[config.mk]
export PLATFORM = sky130hd
export DESIGN_NAME = disc_rasterizer
export DESIGN_NICKNAME = d
export VERILOG_FILES = /design/src/rtl/disc_rasterizer.sv
export SDC_FILE = /design/constraint.sdc
export NUM_CORES = 1
export LEC_CHECK = 0
export ABC_AREA = 1
export ABC_CLOCK_PERIOD_IN_PS = 10600
export CAP_MARGIN = 20
export CORE_UTILIZATION = 50
export CTS_CLUSTER_SIZE = 8
export DETAILED_ROUTE_END_ITERATION = 7
export PLACE_DENSITY = 0.8
export SLEW_MARGIN = 20
export SYNTH_ARGS = -nofsm -noshare
export SYNTH_HDL_FRONTEND = slang
export SYNTH_SLANG_ARGS = --single-unit
[constraint.sdc]
create_clock -name clk_in -period 10.6 [get_ports clk_in]
set_input_delay 2.12 -clock clk_in [delete_from_list [all_inputs] [get_ports clk_in]]
set_output_delay 2.12 -clock clk_in [all_outputs]
set_load 0.05 [all_outputs]
[src/rtl/disc_rasterizer.sv]
// disc_rasterizer: scan-converts one projected particle (center, radius,
// depth) into a filled, screen-clipped disc. The output is a single register
// stage with valid/ready backpressure.
module disc_rasterizer #(
   parameter int WIDTH      = 320,
   parameter int HEIGHT     = 180,
   parameter int MAX_RADIUS = 31,
   parameter int RADIUS_W   = 8,
   parameter int DEPTH_W    = 16,
   parameter int ADDR_W     = $clog2(WIDTH*HEIGHT)
) (
   input  logic                clk_in,
   input  logic                rst_n_in,
   input  logic                data_valid_in,
   output logic                ready_out,
   input  logic [10:0]         hcount_in,
   input  logic [9:0]          vcount_in,
   input  logic [RADIUS_W-1:0] radius_in,
   input  logic [DEPTH_W-1:0]  depth_in,
   output logic                pixel_valid_out,
   input  logic                pixel_ready_in,
   output logic [10:0]         hcount_out,
   output logic [9:0]          vcount_out,
   output logic [ADDR_W-1:0]   addr_out,
   output logic [DEPTH_W-1:0]  depth_out,
   output logic                done_out
);

   localparam int SQ_W = 2*RADIUS_W + 1;

   typedef enum logic [1:0] {
      IDLE  = 2'd0,
      SCAN  = 2'd1,
      DRAIN = 2'd2,
      DONE  = 2'd3
   } state_t;

   state_t                state_q, state_d;
   logic [10:0]           cx_q, cx_d;
   logic [9:0]            cy_q, cy_d;
   logic [RADIUS_W-1:0]   r_q, r_d;
   logic [DEPTH_W-1:0]    dep_q, dep_d;
   logic signed [12:0]    dx_q, dx_d;
   logic signed [12:0]    dy_q, dy_d;
   logic                  pv_q, pv_d;
   logic [10:0]           hc_q, hc_d;
   logic [9:0]            vc_q, vc_d;
   logic [ADDR_W-1:0]     addr_q, addr_d;
   logic [DEPTH_W-1:0]    pdep_q, pdep_d;
   logic                  done_q, done_d;

   logic [12:0]           adx_s, ady_s;
   logic [SQ_W-1:0]       adx_w_s, ady_w_s, r_w_s;
   logic [SQ_W-1:0]       dist_s, rsq_s;
   logic signed [12:0]    px_s, py_s;
   logic signed [12:0]    r_s13_s, neg_r_s;
   logic [RADIUS_W-1:0]   r_new_s;
   logic                  in_disc_s, on_screen_s, emit_s, stall_s, last_s;
   logic [ADDR_W-1:0]     addr_s;

   // Candidate evaluation: disc membership, screen clipping and address
   always_comb begin
      adx_s       = dx_q[12] ? 13'(13'sd0 - dx_q) : 13'(dx_q);
      ady_s       = dy_q[12] ? 13'(13'sd0 - dy_q) : 13'(dy_q);
      adx_w_s     = SQ_W'(adx_s[RADIUS_W-1:0]);
      ady_w_s     = SQ_W'(ady_s[RADIUS_W-1:0]);
      r_w_s       = SQ_W'(r_q);
      dist_s      = adx_w_s * adx_w_s + ady_w_s * ady_w_s;
      rsq_s       = r_w_s * r_w_s;
      in_disc_s   = (dist_s <= rsq_s);
      px_s        = $signed({2'b00, cx_q}) + dx_q;
      py_s        = $signed({3'b000, cy_q}) + dy_q;
      on_screen_s = !px_s[12] && (px_s < $signed(13'(WIDTH))) &&
                    !py_s[12] && (py_s < $signed(13'(HEIGHT)));
      emit_s      = in_disc_s && on_screen_s;
      addr_s      = ADDR_W'(py_s[9:0]) * ADDR_W'(WIDTH) + ADDR_W'(px_s[10:0]);
      r_s13_s     = $signed(13'(r_q));
      neg_r_s     = 13'sd0 - r_s13_s;
      last_s      = (dx_q == r_s13_s) && (dy_q == r_s13_s);
      stall_s     = pv_q && !pixel_ready_in;
      r_new_s     = (radius_in > RADIUS_W'(MAX_RADIUS)) ? RADIUS_W'(MAX_RADIUS) : radius_in;
   end

   // Next-state logic: descriptor latch, row-major iterator and output stage
   always_comb begin
      state_d = state_q;
      cx_d    = cx_q;
      cy_d    = cy_q;
      r_d     = r_q;
      dep_d   = dep_q;
      dx_d    = dx_q;
      dy_d    = dy_q;
      pv_d    = pv_q;
      hc_d    = hc_q;
      vc_d    = vc_q;
      addr_d  = addr_q;
      pdep_d  = pdep_q;
      done_d  = 1'b0;
      case (state_q)
         IDLE: begin
            pv_d = 1'b0;
            if (data_valid_in) begin
               cx_d    = hcount_in;
               cy_d    = vcount_in;
               r_d     = r_new_s;
               dep_d   = depth_in;
               dx_d    = 13'sd0 - $signed(13'(r_new_s));
               dy_d    = 13'sd0 - $signed(13'(r_new_s));
               state_d = SCAN;
            end else begin
               state_d = IDLE;
            end
         end
         SCAN: begin
            if (!stall_s) begin
               pv_d = emit_s;
               if (emit_s) begin
                  hc_d   = px_s[10:0];
                  vc_d   = py_s[9:0];
                  addr_d = addr_s;
                  pdep_d = dep_q;
               end else begin
                  hc_d = hc_q;
               end
               if (dx_q == r_s13_s) begin
                  dx_d = neg_r_s;
                  dy_d = dy_q + 13'sd1;
               end else begin
                  dx_d = dx_q + 13'sd1;
               end
               if (last_s) begin
                  state_d = DRAIN;
               end else begin
                  state_d = SCAN;
               end
            end else begin
               state_d = SCAN;
            end
         end
         DRAIN: begin
            // Leave once the final beat (if any) has been taken downstream
            if (!stall_s) begin
               pv_d    = 1'b0;
               done_d  = 1'b1;
               state_d = DONE;
            end else begin
               state_d = DRAIN;
            end
         end
         DONE: begin
            state_d = IDLE;
         end
         default: begin
            pv_d    = 1'b0;
            state_d = IDLE;
         end
      endcase
   end

   // State and output registers; async reset discards any particle in flight
   always_ff @(posedge clk_in or negedge rst_n_in) begin
      if (!rst_n_in) begin
         state_q <= IDLE;
         cx_q    <= 11'd0;
         cy_q    <= 10'd0;
         r_q     <= '0;
         dep_q   <= '0;
         dx_q    <= 13'sd0;
         dy_q    <= 13'sd0;
         pv_q    <= 1'b0;
         hc_q    <= 11'd0;
         vc_q    <= 10'd0;
         addr_q  <= '0;
         pdep_q  <= '0;
         done_q  <= 1'b0;
      end else begin
         state_q <= state_d;
         cx_q    <= cx_d;
         cy_q    <= cy_d;
         r_q     <= r_d;
         dep_q   <= dep_d;
         dx_q    <= dx_d;
         dy_q    <= dy_d;
         pv_q    <= pv_d;
         hc_q    <= hc_d;
         vc_q    <= vc_d;
         addr_q  <= addr_d;
         pdep_q  <= pdep_d;
         done_q  <= done_d;
      end
   end

   assign ready_out       = (state_q == IDLE);
   assign pixel_valid_out = pv_q;
   assign hcount_out      = hc_q;
   assign vcount_out      = vc_q;
   assign addr_out        = addr_q;
   assign depth_out       = pdep_q;
   assign done_out        = done_q;

endmodule
==> metrics.md, run 1 <==
| Metric | Value |
|---|---|
| Status | `complete, no violations` |
| Setup crit end kind | `flop` |
| Arrival time worst endpoint | `between 9000 and 10000 ps` |
| Hold path startpoint | `hcount_out[9]$_DFFE_PN0P_` |
| Chip width | `between 150 and 200 µm` |
| Register area share after synthesis | `approximately 22%` |
| Layout cell share with drive strength beyond 1 | `under 10%` |
| CTS resizes | `0` |
| Most frequent cells in the layout | `nand2_1, inv_1, ha_1` |
| Mapped Cells | `1890` |
| Crit path kind | `flop to flop` |
| F_max | `between 0.1 and 0.15 GHz` |
| First-pass GRT wire length | `~60000 µm` |
| Post-Syn Area | `0.0138 mm²` |
| Worst-path clk slew | `70 ps` |
| Synth unique cells | `52` |
| Post-synth EDFFs | `0` |
| Sinks on Clock Net | `122` |
| Least-Margin Pin Slew | `1010 ps` |
| WP data required | `10970 ps` |
| Xor and xnor area share after synthesis | `4.74%` |
| Most common cell after layout, fill and taps aside | `nand2_1` |
| Worst relative slew slack | `32.6%` |
| N_diodes | `0` |
| Net Count, Synth | `2188` |
| Initial core utilization | `51.2%` |
| Vias in the first global route | `approximately 13000` |
| Area grow syn2layout | `13.2%` |
| Final Setup Violations | `0` |
| Core Area | `between 0.02 and 0.03 mm²` |
| Fin crit share | `around 90%` |
| Post-Route WL | `35400 µm` |
| Final ANT Viol Nets | `0` |
| Async set-reset flop share out of synthesis | `100%` |
| Leading post-synthesis cells by cell area | `dfrtp_1, fa_1, ha_1, nand2_1, inv_1` |
| DIE AREA | `~0.028 mm²` |
| Synth Flop Type | `dfrtp_1` |
| Setup TNS | `0 ps` |
| Worst-path fanout max | `45` |
| Number of synthesis warnings | `0` |
| Max-cap violation count | `0` |
| Vias | `between 10000 and 15000` |
| CP max stage delay | `640 ps` |
| Yosys top cell by area | `dfrtp_1` |
| Crit-path most repeated cell | `inv_1` |
| Slowest cell on crit path | `a21oi_4` |
| Largest net degree at the start of global routing | `64` |
| Reg-to-Reg Start | `dx_q[0]$_DFFE_PN0P_` |
| Simple-gate share of the synthesized area | `23.4%` |
| WHS | `between 400 and 500 ps` |
| R2r worst-path depth | `36` |
| Cts hold-fix bufs | `0` |
| PortBufs | `104` |
| Total track usage | `between 20% and 30%` |
| DPL Wire Length | `28100 µm` |
| WL/cell | `15.3 µm` |
| Worst r2r dst | `depth_out[1]$_DFFE_PN0P_` |
| Post-layout util | `58.0%` |
| Post-CTS Setup Repair Bufs | `0` |
| Clock Latency Late Sink | `about 430 ps` |
| H-Tree Depth | `4` |
| Min cycle time layout | `9330 ps` |
| Top-area cell type share of the netlist area | `between 20 and 25%` |
| Fin. Hold Viols | `0` |
| Root Buffer Master | `clkbuf_16` |
| Avg Cell Area, Syn | `7.32 µm²` |
| Maximum buffer depth of the clock tree | `2` |
| Synth Area in Compound Gates | `7.92%` |
| Multiplexer share of the synthesized area | `0%` |
| Largest family of logic cells by synthesized area | `adder cells` |
| Antenna violations before repair | `0` |
| Num CTS Buffers | `17` |
| Reg-to-reg slack, setup | `1270 ps` |
| RD Place Congestion | `0.949` |
| Remaining global-route overflow | `0` |
| Die height | `168 µm` |
| Type of origin of the critical path | `flop` |
| Adder-cell share of the synthesized area | `28.2%` |
| Ports | `105` |
| Skew final | `13.8 ps` |
| Final net count | `2263` |
| DRC Markers | `0` |
| Routed vias/inst | `around 5.3` |
| Hold Path Stages | `2` |
| Endpoint, Worst Hold | `hcount_out[9]$_DFFE_PN0P_` |
| Iter 0 DRT Violations | `1058` |
| RSZ-0062 raised after global routing | `false` |
| Slew Viols, Final | `0` |
| Row count | `60` |
| DR pass1 iterations | `6` |
| CTS tree | `built` |
| Worst hold path type | `flop to flop` |
| #FFs+latches synth | `122` |
area by class of cell:
| type | count | area, µm² |
|---|---|---|
| Fill cell | 2441 | 11400 |
| Multi-Input combinational cell | 1279 | 8910 |
| Sequential cell | 122 | 3050 |
| Inverter | 435 | 1630 |
| Timing Repair Buffer | 110 | 1080 |
| Tap cell | 341 | 427 |
| Clock buffer | 17 | 425 |
| Clock inverter | 15 | 146 |
per-layer routing:
metal	vias to the layer above	track usage [%]	routed length, µm	share of wire [%]
li1	6006	-	-	-
met1	5776	32.7	15000	42
met2	488	45.8	17100	48
met3	82	4.44	2320	6.5
met4	0	9.37	1010	2.9
met5	-	0	0	0
synth_stat cells, drive strengths merged (2+ instances only):
cell,instances
and3,2
xnor2,22
nand4,62
o211ai,3
nor4,3
nor3,25
clkbuf,31
nand3b,4
a21o,7
o221ai,3
ha,144
a22oi,9
nor2,125
fa,105
conb,2
dfrtp,122
clkinv,3
a21oi,66
inv,432
xor2,52
a31oi,9
o21ai,75
o21bai,6
nand2,464
nand3,74
o22ai,7
buf,23
kinds of logic after synthesis:
family | after synthesis
flops | 122
buf+inv | 489
compound gates | 192
other cells | 2
xor+xnor | 74
fa+ha+maj | 249
simple gates | 762
through the flow:
stage                     setup slack (ps)  instances  area [µm²]
after floorplan                       2860       1890       13800
after detailed placement              1460       2287       15100
after global routing                   725       2319       15700
after global placement                1780       2287       15100
after CTS                             1410       2319       15700
final                                 1270       2319       15700
registers in the layout, indices dropped and copies added (netlist names), named ones only:
| name | cells |
|---|---|
| pixel_valid_out | 1 |
| hcount_out | 11 |
| r_q | 8 |
| done_out | 1 |
| state_q | 1 |
| addr_out | 10 |
| dep_q | 16 |
| dx_q | 13 |
| cy_q | 10 |
| vcount_out | 10 |
| cx_q | 11 |
| dy_q | 13 |
| depth_out | 16 |
worst max-delay path, delay by kind of cell (launching register included):
family                   cells  cell delay, ps
XOR/XNOR                     2             750
AND/OR/NAND/NOR             10            1620
AO/OA/AOI/OAI                5            1310
buffers and inverters       10            1110
flip-flops                   1             490
adder cells (fa/ha/maj)      9            3940
how the worst max path moves through the flow:
stage / startpoint / to / cells after the start
2_1_floorplan: dx_q[0]$_DFFE_PN0P_ / hcount_out[10]$_DFFE_PN0P_ / 35
3_3_place_gp: dx_q[1]$_DFFE_PN0P_ / hcount_out[2]$_DFFE_PN0P_ / 34
3_5_place_dp: dx_q[0]$_DFFE_PN0P_ / depth_out[9]$_DFFE_PN0P_ / 34
4_1_cts: dx_q[0]$_DFFE_PN0P_ / depth_out[1]$_DFFE_PN0P_ / 34
5_1_grt: dx_q[0]$_DFFE_PN0P_ / vcount_out[5]$_DFFE_PN0P_ / 33
6_report: dx_q[0]$_DFFE_PN0P_ / depth_out[1]$_DFFE_PN0P_ / 36
Power of run 1 is not shown: default switching activity piles up to over one toggle a cycle in this logic, so the estimate is an artifact.
==> run 2: changes to the inputs <==
--- a/config.mk
+++ b/config.mk
@@ -7,11 +7,12 @@
 export LEC_CHECK = 0
 export ABC_AREA = 1
 export ABC_CLOCK_PERIOD_IN_PS = 10600
-export CAP_MARGIN = 20
+export CAP_MARGIN = 25
 export CORE_UTILIZATION = 50
 export CTS_CLUSTER_SIZE = 8
 export DETAILED_ROUTE_END_ITERATION = 7
 export PLACE_DENSITY = 0.8
+export SKIP_LAST_GASP = 1
 export SLEW_MARGIN = 20
 export SYNTH_ARGS = -nofsm -noshare
 export SYNTH_HDL_FRONTEND = slang
==> results of run 2 <==
The final DEF is identical to that of run 1; final timing and power are the same.
Power of run 2 is left out for the same reason.
==> run 3: changes to the inputs <==
--- a/config.mk
+++ b/config.mk
@@ -12,6 +12,8 @@
 export CTS_CLUSTER_SIZE = 8
 export DETAILED_ROUTE_END_ITERATION = 7
 export PLACE_DENSITY = 0.8
+export RECOVER_POWER = 25
+export SKIP_CTS_REPAIR_TIMING = 1
 export SKIP_LAST_GASP = 1
 export SLEW_MARGIN = 20
 export SYNTH_ARGS = -nofsm -noshare
==> run 3 against run 2 <==
  * Critical endpoint is now vcount_out[6]$_DFFE_PN0P_
  * Final area hardly changed
  * Non-clock buffer count stayed put
  * Clock-buffer cell count stayed put
  * First-iteration DRC count is 6.0% lower
  * Utilization hardly changed
  * Die area stayed put
  * Critical path type unchanged
  * Fmax is 0.56% higher
  * The flow now finishes with violations (max-capacitance violations, max-slew violations)
  * Wire length is 0.16% lower
  * Register-to-register slack better by 50 ps
  * Hold slack hardly changed
  * Worst setup slack better by 52 ps
==> metrics.md, run 3 (synthesized netlist as in run 1, its figures left out) <==
| Metric | Value |
|---|---|
| Fin. Hold Viols | `0 (unchanged)` |
| WP data required | `10960 ps (was 10970 ps)` |
| Core Area | `0.0270 mm² (unchanged)` |
| Final ANT Viol Nets | `0 (unchanged)` |
| Clock Latency Late Sink | `430 ps (about the same)` |
| Slowest cell on crit path | `a21oi_4 (unchanged)` |
| Least-Margin Pin Slew | `3450 ps (was 1010 ps)` |
| RD Place Congestion | `0.949 (unchanged)` |
| Reg-to-reg slack, setup | `1320 ps (was 1270 ps)` |
| Vias in the first global route | `12500 (unchanged)` |
| Min cycle time layout | `9280 ps (was 9330 ps)` |
| Sinks on Clock Net | `122 (unchanged)` |
| Post-Route WL | `35300 µm (was 35400 µm)` |
| Skew final | `15.0 ps (was 13.8 ps)` |
| Finished layout cell area | `0.0157 mm² (about the same)` |
| Fin crit share | `87.5% (was 88.0%)` |
| Final net count | `2263 (unchanged)` |
| Remaining global-route overflow | `0 (unchanged)` |
| Arrival time worst endpoint | `9640 ps (was 9700 ps)` |
| Most frequent cells in the layout | `nand2_1, inv_1, ha_1 (unchanged)` |
| Die height | `168 µm (unchanged)` |
| Ports | `105 (unchanged)` |
| Failing checks | `max-capacitance violations, max-slew violations` |
| Final Setup Violations | `0 (unchanged)` |
| DRC Markers | `0 (unchanged)` |
| Iter 0 DRT Violations | `995 (was 1058)` |
| Area grow syn2layout | `13.2% (about the same)` |
| Num CTS Buffers | `17 (unchanged)` |
| Initial core utilization | `51.2% (unchanged)` |
| First-pass GRT wire length | `60100 µm (unchanged)` |
| WL/cell | `15.2 µm (was 15.3 µm)` |
| N_diodes | `0 (unchanged)` |
| PortBufs | `104 (unchanged)` |
| Largest net degree at the start of global routing | `64 (unchanged)` |
| Setup crit end kind | `flop (unchanged)` |
| CTS tree | `built (unchanged)` |
| Placed Area | `0.0151 mm² (unchanged)` |
| Root Buffer Master | `clkbuf_16 (unchanged)` |
| Max-cap violation count | `2 (was 0)` |
| DR pass1 iterations | `5 (was 6)` |
| DIE AREA | `0.0284 mm² (unchanged)` |
| DPL Wire Length | `28100 µm (unchanged)` |
| H-Tree Depth | `4 (unchanged)` |
| Antenna violations before repair | `0 (unchanged)` |
| Crit path kind | `flop to flop (unchanged)` |
| Setup TNS | `0 ps (unchanged)` |
| Status | `complete, but fails checks (was complete, no violations)` |
| Maximum buffer depth of the clock tree | `2 (unchanged)` |
| Chip width | `168 µm (unchanged)` |
| RSZ-0062 raised after global routing | `false (unchanged)` |
| Vias | `12400 (about the same)` |
| Layout cell share with drive strength beyond 1 | `3.13% (was 3.24%)` |
| CP max stage delay | `630 ps (was 640 ps)` |
| Slew Viols, Final | `125 (was 0)` |
| Worst hold path type | `flop to flop (unchanged)` |
| Most common cell after layout, fill and taps aside | `nand2_1 (unchanged)` |
| Type of origin of the critical path | `flop (unchanged)` |
| Layout fillers | `2442 (was 2441)` |
| Worst-path fanout max | `45 (unchanged)` |
| Worst-path clk slew | `70 ps (about the same)` |
| F_max | `0.108 GHz (was 0.107 GHz)` |
| Worst relative slew slack | `-130% (was 32.6%)` |
| Crit-path most repeated cell | `inv_1 (unchanged)` |
| Total track usage | `26.3% (unchanged)` |
| Routed vias/inst | `5.34 (was 5.33)` |
| Row count | `60 (unchanged)` |
==> run 3: changes by cell type in the layout (fill, tap and decap cells not counted) <==
cell             change
dlygate4sd3_1        +2
buf_4                -2
clkbuf_1             +2
clkdlybuf4s50_1      -2
==> run 3: worst max-delay path: cells and delay by family (launching register included) <==
kind / cells / cell delay, ps
and+or+nand+nor: 10 / 1570
AOI/OAI and AO/OA: 5 / 1290
xor gates and xnor gates: 2 / 740
adders and majority gates: 9 / 3950
buffers and inverters: 10 / 1110
DFF: 1 / 490
==> run 3: metal layers <==
layer  part of all wire, %  up-vias  global-route usage (%)
met5                     0        -                       0
met4                   3.1        0                    9.37
met3                   6.3       90                    4.44
met2                    48      462                    45.8
met1                    42     5817                    32.7
li1                      -     6005                       -
==> run 3: final timing paths <==
check                                                from  cells past startpoint                   endpoint
worst max-delay path                  dx_q[0]$_DFFE_PN0P_                     36  vcount_out[6]$_DFFE_PN0P_
worst min-delay path            hcount_out[9]$_DFFE_PN0P_                      2  hcount_out[9]$_DFFE_PN0P_
worst max register to register        dx_q[0]$_DFFE_PN0P_                     36  vcount_out[6]$_DFFE_PN0P_
worst min register to register  hcount_out[9]$_DFFE_PN0P_                      2  hcount_out[9]$_DFFE_PN0P_
max in group asynchronous                        rst_n_in                      2       dx_q[10]$_DFFE_PN0P_
min in group asynchronous                        rst_n_in                      1   addr_out[13]$_DFFE_PN0P_
==> run 3: final cells by class <==
| cell class | instances | area (µm²) | share of cell area (%) |
|---|---|---|---|
| clock buffer | 17 | 425 | 2.72 |
| sequential | 122 | 3050 | 19.5 |
| clock inverter | 15 | 146 | 0.934 |
| tap | 341 | 427 | 2.72 |
| multi-input combinational | 1279 | 8910 | 56.8 |
| timing repair buffer | 110 | 1080 | 6.87 |
| inverter | 435 | 1630 | 10.4 |
==> run 3: stage by stage <==
stage / hold WS, ps / utilization, % / setup WS, ps / cells
after CTS: 480 / 58.0 / 1410 / 2319
final: 479 / 58.0 / 1320 / 2319
after global placement: 471 / 55.9 / 1780 / 2287
after global routing: 506 / 58.0 / 725 / 2319
after floorplan: 455 / - / 2860 / 1890
after detailed placement: 463 / 55.9 / 1460 / 2287
Power of run 3 is left out for the same reason.
